==> src/rtl/score_board.sv <==
// ---------------------------------------------------------------------------
// score_board
//   Two-player category score table with running totals. A commit names a
//   player, a category (0-5 upper section Aces..Sixes, 6-11 Choice, 4Kind,
//   FullHouse, SStraight, LStraight, Yacht) and a score. A valid commit is
//   stored, the player's 12 entries are re-summed one per cycle, and the
//   registered total is refreshed. An invalid or repeated commit is rejected.
//
// Build option:
//   UPPER_BONUS_EN - when defined, BONUS_VALUE is added to a player's total
//                    once the upper-section sum reaches BONUS_THRESHOLD.
//                    When undefined the bonus is always 0 and the
//                    upper-section accumulator does not exist. Latency is
//                    the same either way.
//
// Ports:
//   clk                 system clock
//   reset               synchronous, active-high; discards in-flight work
//   game_clr            one-cycle request (honoured in IDLE) to clear all
//   cmd_valid/cmd_ready commit handshake (see below)
//   cmd_player          0 = P1, 1 = P2
//   cmd_cat             category index 0..11
//   cmd_score           category score 0..50
//   ack_ok / ack_err    one-cycle result pulses
//   p1_score, p2_score  registered totals
//   p1_used, p2_used    category-used bitmaps (bit k = category k)
//   all_full            all 24 categories used
//   dbg_state           current FSM state encoding
//
// Handshake: cmd_ready is high exactly in IDLE. A transfer happens on a
// rising edge where cmd_valid && cmd_ready && !game_clr; player, category
// and score are latched on that edge. The requester holds cmd_valid until
// it sees cmd_ready; cmd_valid outside IDLE has no effect. Each accepted
// transfer produces exactly one ack_ok or ack_err pulse unless reset
// intervenes.
//
// Timing from a transfer on cycle N: CHECK N+1, ERR (ack_err) or WRITE
// N+2, SUM N+3..N+14, DONE (ack_ok) N+15, IDLE N+16.
// ---------------------------------------------------------------------------
module score_board #(
    parameter int BONUS_THRESHOLD = 63,
    parameter int BONUS_VALUE     = 35
) (
    input  logic        clk,
    input  logic        reset,
    input  logic        game_clr,
    input  logic        cmd_valid,
    output logic        cmd_ready,
    input  logic        cmd_player,
    input  logic [3:0]  cmd_cat,
    input  logic [5:0]  cmd_score,
    output logic        ack_ok,
    output logic        ack_err,
    output logic [8:0]  p1_score,
    output logic [8:0]  p2_score,
    output logic [11:0] p1_used,
    output logic [11:0] p2_used,
    output logic        all_full,
    output logic [2:0]  dbg_state
);

    typedef enum logic [2:0] {
        IDLE  = 3'd0,
        CHECK = 3'd1,
        ERR   = 3'd2,
        WRITE = 3'd3,
        SUM   = 3'd4,
        DONE  = 3'd5
    } state_t;

    state_t state, state_nxt;

    // Latched request
    logic        req_player;
    logic [3:0]  req_cat;
    logic [5:0]  req_score;

    // Storage
    logic [5:0]  tbl   [2][12];
    logic [11:0] used  [2];
    logic [8:0]  total_q [2];

    // Summation
    logic [3:0]  sum_idx;
    logic [8:0]  sum_acc;
    logic [5:0]  sum_entry;
    logic [8:0]  bonus;
    logic [8:0]  total;

    logic        xfer;
    logic        clr;
    logic [11:0] used_sel;
    logic [11:0] cat_mask;
    logic [11:0] used_new;
    logic        bad_req;

    // game_clr wins over a simultaneous commit, so it blocks the transfer.
    assign xfer      = cmd_valid && cmd_ready && !game_clr;
    assign clr       = game_clr && (state == IDLE);

    assign used_sel  = used[req_player];
    // Categories 12..15 shift the bit out of the 12-bit mask, so the
    // used-bit lookup below is safe for any 4-bit category.
    assign cat_mask  = 12'd1 << req_cat;
    assign used_new  = used_sel | cat_mask;
    assign bad_req   = (req_cat > 4'd11) || (req_score > 6'd50) ||
                       ((used_sel & cat_mask) != 12'd0);

    assign sum_entry = tbl[req_player][sum_idx];

`ifdef UPPER_BONUS_EN
    // Upper-section sum (categories 0-5), kept apart from the full total.
    logic [6:0] upper_acc;

    always_ff @(posedge clk) begin
        if (reset) begin
            upper_acc <= '0;
        end else if (state == WRITE) begin
            upper_acc <= '0;
        end else if ((state == SUM) && (sum_idx < 4'd6)) begin
            upper_acc <= upper_acc + {1'b0, sum_entry};
        end
    end

    // By the last SUM cycle (index 11) the upper sum is complete.
    assign bonus = (int'(upper_acc) >= BONUS_THRESHOLD) ? 9'(BONUS_VALUE) : 9'd0;
`else
    assign bonus = 9'd0;
`endif

    // Final total formed during the last SUM cycle, including the entry
    // being added on that same cycle.
    assign total = sum_acc + 9'(sum_entry) + bonus;

    // ---------------- FSM ----------------
    always_ff @(posedge clk) begin
        if (reset) begin
            state <= IDLE;
        end else begin
            state <= state_nxt;
        end
    end

    always_comb begin
        state_nxt = state;
        case (state)
            IDLE:    if (xfer) state_nxt = CHECK;
            CHECK:   state_nxt = bad_req ? ERR : WRITE;
            ERR:     state_nxt = IDLE;
            WRITE:   state_nxt = SUM;
            SUM:     if (sum_idx == 4'd11) state_nxt = DONE;
            DONE:    state_nxt = IDLE;
            default: state_nxt = IDLE;
        endcase
    end

    assign cmd_ready = (state == IDLE);
    assign ack_ok    = (state == DONE);
    assign ack_err   = (state == ERR);
    assign dbg_state = state;

    // ---------------- Datapath ----------------
    always_ff @(posedge clk) begin
        if (reset) begin
            req_player <= 1'b0;
            req_cat    <= '0;
            req_score  <= '0;
            sum_idx    <= '0;
            sum_acc    <= '0;
            all_full   <= 1'b0;
            for (int p = 0; p < 2; p++) begin
                used[p]    <= '0;
                total_q[p] <= '0;
                for (int c = 0; c < 12; c++) begin
                    tbl[p][c] <= '0;
                end
            end
        end else begin
            if (xfer) begin
                req_player <= cmd_player;
                req_cat    <= cmd_cat;
                req_score  <= cmd_score;
            end

            if (clr) begin
                all_full <= 1'b0;
                for (int p = 0; p < 2; p++) begin
                    used[p]    <= '0;
                    total_q[p] <= '0;
                    for (int c = 0; c < 12; c++) begin
                        tbl[p][c] <= '0;
                    end
                end
            end

            if (state == WRITE) begin
                // req_cat is known to be 0..11 here: CHECK rejected the rest.
                tbl[req_player][req_cat] <= req_score;
                used[req_player]         <= used_new;
                all_full                 <= (&used_new) && (&used[~req_player]);
                sum_idx                  <= '0;
                sum_acc                  <= '0;
            end else if (state == SUM) begin
                sum_acc <= sum_acc + 9'(sum_entry);
                sum_idx <= sum_idx + 4'd1;
                if (sum_idx == 4'd11) begin
                    total_q[req_player] <= total;
                end
            end
        end
    end

    assign p1_score = total_q[0];
    assign p2_score = total_q[1];
    assign p1_used  = used[0];
    assign p2_used  = used[1];

endmodule

==> config.mk <==
export PLATFORM = sky130hd
export DESIGN_NAME = score_board
export DESIGN_NICKNAME = d
export VERILOG_FILES = /design/src/rtl/score_board.sv
export SDC_FILE = /design/constraint.sdc
export NUM_CORES = 1
export LEC_CHECK = 0
export BUFFER_PORTS_ARGS = -buffer_cell sky130_fd_sc_hd__buf_2
export CAP_MARGIN = 0
export CORE_MARGIN = 2
export CORE_UTILIZATION = 55
export DETAILED_ROUTE_END_ITERATION = 8
export MAX_ROUTING_LAYER = met4
export PLACE_DENSITY = 0.76
export SYNTH_ARGS = -nofsm -noshare
export SYNTH_HDL_FRONTEND = slang
export SYNTH_SLANG_ARGS = --single-unit
==> constraint.sdc <==
create_clock -name clk -period 3.5 [get_ports clk]
set_input_delay 0.35 -clock clk [delete_from_list [all_inputs] [get_ports clk]]
set_output_delay 0.35 -clock clk [all_outputs]
set_load 0.03 [all_outputs]
After elaboration in Yosys (flattened, before gate mapping)

Memory sizes are Yosys's and may differ from the RTL's. A register that Yosys moved wholly into a read port is not among the register bits.
Index checks and enable logic that the tools add are counted.

Register bits: 28
RAM bits: 186
Bits of input ports: 15
Output and inout bits: 49
Word-level logic and storage cells: 143
Memories: 3

Memory list:

| memory  | words | bits a word | read ports | clocked after memory_dff | write ports | line | text |
|---|---|---|---|---|---|---|---|
| tbl     | 2     | 72          | 1          | 1                        | 2           | 79   | `logic [5:0] tbl [2][12];` |
| used    | 2     | 12          | 4          | 1                        | 2           | 80   | `logic [11:0] used [2];` |
| total_q | 2     | 9           | 2          | 0                        | 2           | 81   | `logic [8:0] total_q [2];` |

$add $sub $neg: 2
Order comparisons: 5
Eq/ne operators: 8
Shifts and indexed selects: 1
Muxes and demuxes: 66
Bitwise operators: 33
Reduce and logical (&&, ||, !) cells: 18

Operators by type and width:

| kind                                                                  | number |
|---|---|
| 72-bit 2-to-1 mux                                                     | 3 |
| 6-bit 2-to-1 mux                                                      | 27 |
| 72-bit OR reduction                                                   | 1 |
| 12-bit 2-to-1 mux                                                     | 3 |
| 1-bit bitwise OR                                                      | 28 |
| 9-bit 2-to-1 mux                                                      | 3 |
| 1-bit 2-to-1 mux                                                      | 25 |
| 6-bit binary-select mux with 4-bit select                             | 1 |
| 6-bit demux with 4-bit select                                         | 1 |
| 12-bit AND reduction                                                  | 2 |
| 12-bit AND                                                            | 1 |
| 12-bit bitwise OR                                                     | 1 |
| 3-bit case mux with 4 select lines                                    | 1 |
| 12-bit nonzero test                                                   | 1 |
| 12-bit OR reduction                                                   | 1 |
| 1-bit by 4-bit << shifter with 12-bit output, first input constant    | 1 |
| 5-bit greater-or-equal comparator, second input constant              | 2 |
| 4-bit NOT with 5-bit output                                           | 2 |
| 9-bit by 6-bit adder with 9-bit output                                | 1 |
| 9-bit OR reduction                                                    | 1 |
| 3-bit by 2-bit equality test with 1-bit output, second input constant | 2 |
| 3-bit equality test, second input constant                            | 2 |
| 6-bit > comparator, second input constant                             | 1 |
| 3-bit 2-to-1 mux                                                      | 2 |
| other kinds (14)                                                      | 20 |

Logic depth before layout (Yosys ltp)

Gate-level depths: netlist (run 1).

Word-level depth: 8
Depth in mapped cells: 14

Worst setup path after synthesis (run 1)

Ideal clock, no wire load.

Kind: reg-to-reg
Start: reg (tool-made name)
End: mem total_q[0][8] (data pin)
Library setup time: 0.266 ns
Arrival: 3.051 ns
Required time: 3.234 ns
Setup slack: 0.183 ns
Stages on the path, launching flop included: 15
Path buffers: 2
Clock period less this slack: 3.317 ns
Cell sequence: dfxtp_1 -> buf_2 -> buf_2 -> mux4_2 -> mux2i_1 -> o221ai_1 -> ha_1 -> inv_1 -> fa_1 -> nor2b_1 -> o21a_1 -> o21ai_0 -> a211oi_1 -> xnor2_1 -> nor2_1

RTL lines:

| what          | line |
|---|---|
| end, declared | 81 |

==> results.sh, run 1 <==
export IMPL_total_power_mw=5.90
export IMPL_design_area_um2=11400
export IMPL_leakagePower_nw=4.25
export IMPL_period_needed_ps=3300
export IMPL_cp_max_fo=13
export IMPL_drt_iter0_drc=629
export IMPL_synth_net_count=816
export IMPL_syn_area_per_cell_um2=12.7
export IMPL_crit_family="multiplexers"
export IMPL_cts_root_buf="clkbuf_16"
export IMPL_gp_congestion=0.906
export IMPL_worst_slew_pin_slew_ps=855
export IMPL_io_buffers=63
export IMPL_critPathMaxStageDelay_ps=530
export IMPL_reg2regPathDepth=14
export IMPL_startpoint_type="register"
export IMPL_grt_pass1_vias=6698
export IMPL_drv_slew=0
export IMPL_hp_class="in -> reg"
export IMPL_setup_violations_final=0
export IMPL_hold_ws_ps=86.0
export IMPL_maxCapViolCount=0
export IMPL_insertion_delay_ps=500
export IMPL_synthArstFlopShare_pct=0
export IMPL_min_period_over_period_pct=94.3
export IMPL_dp_hpwl_mm=16.7
export IMPL_final_cells=1104
export IMPL_drtPass1Iterations=5
export IMPL_cts_htree_levels=1
export IMPL_powerDensity_nw_per_um2=516
export IMPL_finalHoldViolations=0
export IMPL_viasPerCell=6.17
export IMPL_placed_cells=1061
export IMPL_dp_slack_ps=111
export IMPL_io_pins=64
export IMPL_end_kind="register"
export IMPL_crit_type="reg -> reg"
export IMPL_wl_mm=24.9
export IMPL_vias=6808
export IMPL_clk_pin_slew_ps=60
export IMPL_skew_ps=7.92
export IMPL_core_area_um2=18000
export IMPL_ys_warn_count=0
export IMPL_cp_num_cells=14
export IMPL_hold_depth=3
export IMPL_antenna_found_initial=0
export IMPL_synth_cell_types=58
export IMPL_synthCells=793
export IMPL_grt_overflow=0
export IMPL_nFillCells=1306
export IMPL_slew_limit_headroom_pct=42.9
export IMPL_cts_made_buffers=22
export IMPL_syn_area_um2=10100
export IMPL_die_area_um2=19400
export IMPL_synth_edf_count=186
export IMPL_cp_cell_sequence="buf_12 > mux4_2 > mux2i_1 > o221ai_1 > ha_1 > inv_1 > fa_1 > nor2b_1 > o21a_1 > o21ai_0 > buf_4 > a21oi_1 > xnor2_1 > nor2_1"
export IMPL_slowest_stage="mux4_2"
export IMPL_cp_required_ps=3740
export IMPL_placed_area_um2=10700
export IMPL_synth_seq_cells=215
export IMPL_drc=0
export IMPL_grt_usage_pct=26.3
export IMPL_wire_per_inst_um=22.5
export IMPL_cts_hold_buf=0
export IMPL_rows=49
export IMPL_area_growth_pct=13.6
export IMPL_drive_above_1_share_pct=21.8
export IMPL_irDropWorstVdd_mv=0.371
export IMPL_clk_path_buf_depth=3
export IMPL_cp_buffers_inverters=3
export IMPL_tritoncts="built"
export IMPL_finalNetCount=882
export IMPL_die_h_um=139
export IMPL_r2r_slack_ps=200
export IMPL_yosys_most_used_dff="edfxtp_1"
export IMPL_grt_pass1_wl_mm=37.9
export IMPL_synth_seq_area_share_pct=61.2
export IMPL_clock_sinks=215
export IMPL_num_antenna_cells=0
export IMPL_dieWidth_um=139
export IMPL_max_freq_mhz=303
export IMPL_start_util_pct=56.1
export IMPL_status="finished, final reports clean"
export IMPL_cp_arrival_ps=3550
export IMPL_grt_max_degree=40
export IMPL_final_setup_worst_slack_ps=198
export IMPL_drtAntennaViolNets=0
-- worst register-to-register path, cell delays in order, from the launching register on --
cell	delay [ps]
dfxtp_4	410
buf_12	190
mux4_2	540
mux2i_1	260
o221ai_1	190
ha_1	250
inv_1	80
fa_1	200
nor2b_1	60
o21a_1	170
o21ai_0	160
buf_4	160
a21oi_1	80
xnor2_1	240
nor2_1	70
-- synthesized netlist by cell type, types with 5 or more instances --
cell        n  area, um2
o221ai_1    6       52.6
nand4_1     6       37.5
o21ai_0    14       70.1
dfxtp_1    29        581
xor2_1      7       61.3
xnor2_1     5       43.8
nor4_1      6       37.5
a21oi_1    25        125
nand3_1     9       45.0
mux4_2     36        811
buf_2      14       70.1
mux2i_1    16        160
nor2_1    148        556
mux2_2     14        158
nand2b_1   20        125
inv_1       6       22.5
nand2_1    62        233
edfxtp_1  186       5590
and3_1     24        150
ha_1        7       87.6
clkbuf_1   30        113
and2_1     62        388
-- worst paths after layout --
path,startpoint,end
hold / removal,cmd_score[0],req_score[0]
setup reg to reg,register,total_q[1][6]
hold reg to reg,all_full,all_full
setup / recovery,register,total_q[1][6]
-- logic make-up (layout without fill, tap and decap cells) --
group	count (synthesis)	count (layout)	synth area share (%)
compound gates	76	76	5.68
xor+xnor	12	12	1.04
fa+ha+maj	8	8	1.07
buf+inv	57	139	2.41
flops	215	215	61.2
mux	66	66	11.2
simple gates	359	359	17.4
-- routing by layer --
metal | global-route usage [%] | vias up | share of wire, %
li1 | - | 3024 | -
met5 | - | - | 0
met3 | 4.40 | 67 | 9.7
met2 | 39.9 | 388 | 48
met1 | 35.7 | 3329 | 39
met4 | 11.4 | 0 | 3.7
-- repair_timing --
item,4_1_cts,5_1_grt
endpoints found under the setup margin,0,8
resized for setup,0,4
buffers inserted,0,2
-- where the power goes --
part | leakage, nW | total (mW) | switching, mW | internal (mW)
Combinational | 1.66 | 0.555 | 0.362 | 0.193
Sequential | 2.25 | 3.05 | 0.104 | 2.95
Clock | 0.344 | 2.29 | 0.948 | 1.34
-- final cells by class --
| cell class | count | area [um2] | area share, % |
|---|---|---|---|
| inverter | 6 | 22.5 | 0.197 |
| tap | 229 | 287 | 2.50 |
| clock inverter | 13 | 111 | 0.973 |
| timing repair buffer | 93 | 596 | 5.21 |
| sequential | 215 | 6170 | 53.9 |
| multi-input combinational | 521 | 3660 | 32.0 |
| clock buffer | 27 | 591 | 5.16 |
-- cells in the final DEF (no fill, tap or decap), types with 25 or more instances in the layout --
cell	count
buf_4	26
and2_1	62
mux4_2	36
buf_2	63
dfxtp_1	28
nor2_1	148
a21oi_1	25
edfxtp_1	186
nand2_1	62
-- flip-flops by register name, summed over array words and instances, names as in the netlist, named ones only --
| signal | flops |
|---|---|
| used | 24 |
| total_q | 18 |
| sum_acc | 9 |
| sum_idx | 4 |
| tbl | 144 |
| req_cat | 4 |
| req_score | 6 |
| dbg_state | 3 |
| all_full | 1 |
| req_player | 1 |
-- per-stage QoR --
stage / util [%] / TNS [ps]
after floorplan: - / 0
after global placement: 59.5 / 0
after detailed placement: 59.5 / 0
after CTS: 63.4 / 0
after global routing: 63.7 / -8.38
final: 63.7 / 0
Power figures use the tool's default switching activity.
==> run 2: changes to the inputs <==
- CORE_UTILIZATION: 55 -> 45
- PLACE_DENSITY: 0.76 -> not set
==> run 2 against run 1 <==
Compared with the run above: final cell count is 5.6% higher; via count down 1.7%; first-iteration DRC count increased by 7.5%; utilization fell by 11 points; global-route usage fell by 3.8 points; largest cell class unchanged; clock skew grew 12 ps; die area up 22%; register-to-register slack better by 90 ps; routed wire length rose by 3.9%.
==> results.sh, run 2 (synthesis results as in run 1) <==
export IMPL_busiest_layer="met2"
export IMPL_grt_overflow=0
export IMPL_grtUsageMet1_pct=31.3
export IMPL_worst_slew_pin_slew_ps=834
export IMPL_irDropWorstVdd_mv=0.347
export IMPL_final_cells=1166
export IMPL_insertion_delay_ps=520
export IMPL_total_power_mw=6.13
export IMPL_cts_repair_resized=0
export IMPL_gp_congestion=0.897
export IMPL_wl_mm=25.9
export IMPL_dp_hpwl_mm=18.6
export IMPL_final_setup_worst_slack_ps=284
export IMPL_drc=0
export IMPL_finalNetCount=891
export IMPL_grt_pass1_vias=6701
export IMPL_leakagePower_nw=4.31
export IMPL_antenna_found_initial=0
export IMPL_slew_limit_headroom_pct=44.3
export IMPL_grt_use_met3_pct=3.55
export IMPL_drv_slew=0
export IMPL_final_cell_mix="186 x edfxtp_1, 148 x nor2_1, 63 x buf_2, 62 x nand2_1, 62 x and2_1"
export IMPL_nFillCells=1889
export IMPL_num_antenna_cells=0
export IMPL_io_pins=64
export IMPL_grt_pass1_wl_mm=39.7
export IMPL_start_util_pct=46.0
export IMPL_dieWidth_um=154
export IMPL_period_needed_ps=3220
export IMPL_cp_required_ps=3760
export IMPL_viasPerCell=5.74
export IMPL_rows=54
export IMPL_io_buffers=63
export IMPL_area_growth_pct=15.5
export IMPL_multi_input_area_um2=3670
export IMPL_cts_setup_buffers=0
export IMPL_powerDensity_nw_per_um2=527
export IMPL_rsz0062_at_grt="false"
export IMPL_die_h_um=154
export IMPL_clk_path_buf_depth=3
export IMPL_largest_register="tbl"
export IMPL_hold_ws_ps=73.9
export IMPL_die_area_um2=23600
export IMPL_r2r_slack_ps=280
export IMPL_cts_made_buffers=24
export IMPL_vias=6692
export IMPL_drtAntennaViolNets=0
export IMPL_regArea_um2=6170
export IMPL_setup_violations_final=0
export IMPL_tritoncts="built"
export IMPL_finalHoldViolations=0
export IMPL_crit_type="reg -> reg"
export IMPL_cts_hold_buf=0
export IMPL_placed_cells=1122
export IMPL_reg_top3="tbl (144), used (24), total_q (18)"
export IMPL_tns_ps=0
export IMPL_skew_ps=19.7
export IMPL_grt_usage_pct=22.6
export IMPL_layout_commonest_cell="edfxtp_1"
export IMPL_cts_htree_levels=1
export IMPL_drt_iter0_drc=676
export IMPL_max_freq_mhz=311
export IMPL_status="finished, final reports clean"
export IMPL_cp_max_fo=25
export IMPL_hp_class="in -> reg"
export IMPL_drtPass1Iterations=5
export IMPL_end_kind="register"
export IMPL_startpoint_type="register"
export IMPL_grt_max_degree=32
export IMPL_clk_pin_slew_ps=60
export IMPL_use_met2_pct=35.0
export IMPL_min_period_over_period_pct=91.9
export IMPL_clock_sinks=215
export IMPL_largest_register_ffs=144
export IMPL_drive_above_1_share_pct=22.8
export IMPL_cp_arrival_ps=3470
export IMPL_final_util_pct=53.1
export IMPL_maxCapViolCount=0
export IMPL_dp_slack_ps=37.9
export IMPL_cts_root_buf="clkbuf_16"
export IMPL_design_area_um2=11600
export IMPL_core_area_um2=21900
export IMPL_wire_per_inst_um=22.2
export IMPL_placed_area_um2=10800
[run 2: cell count changes in the layout (fill, tap and decap cells not counted), moves of 2 or more]
cell	delta
buf_4	+8
clkinv_2	-4
clkinv_1	-4
clkbuf_1	+5
clkinvlp_4	+3
clkbuf_16	+2
[run 2: final cells by class]
| class | instances | area share (%) |
|---|---|---|
| clock buffer | 35 | 5.88 |
| clock inverter | 9 | 0.925 |
| inverter | 6 | 0.194 |
| multi-input combinational | 521 | 31.5 |
| sequential | 215 | 53.0 |
| tap | 280 | 3.01 |
| timing repair buffer | 100 | 5.42 |
[run 2: metal layers]
metal	wire [um]	part of all wire, %	up-vias
met1	11200	43	3337
met4	682	2.6	0
li1	-	-	3046
met3	1730	6.7	52
met2	12200	47	257
met5	0	0	-
[run 2: final timing paths]
check / from / to / cells after the start
max: register / total_q[1][7] / 12
min: cmd_cat[0] / req_cat[0] / 3
max reg2reg: register / total_q[1][7] / 12
min reg2reg: all_full / all_full / 2
[run 2: power breakdown]
part           internal, mW  total, mW  switching [mW]
Sequential             2.95       3.04          0.0947
Clock                  1.51       2.51            1.00
Combinational         0.197      0.576           0.380
Total                  4.66       6.13            1.48
[run 2: worst max-delay path, cell delays in order, from the launching register on]
cell,delay (ps)
dfxtp_4,460
buf_12,240
mux4_2,520
mux2i_1,150
o221a_2,230
inv_1,50
ha_1,310
a211oi_2,250
o21ai_0,120
o211a_1,150
o21ai_0,180
xor2_1,210
nor2_1,70
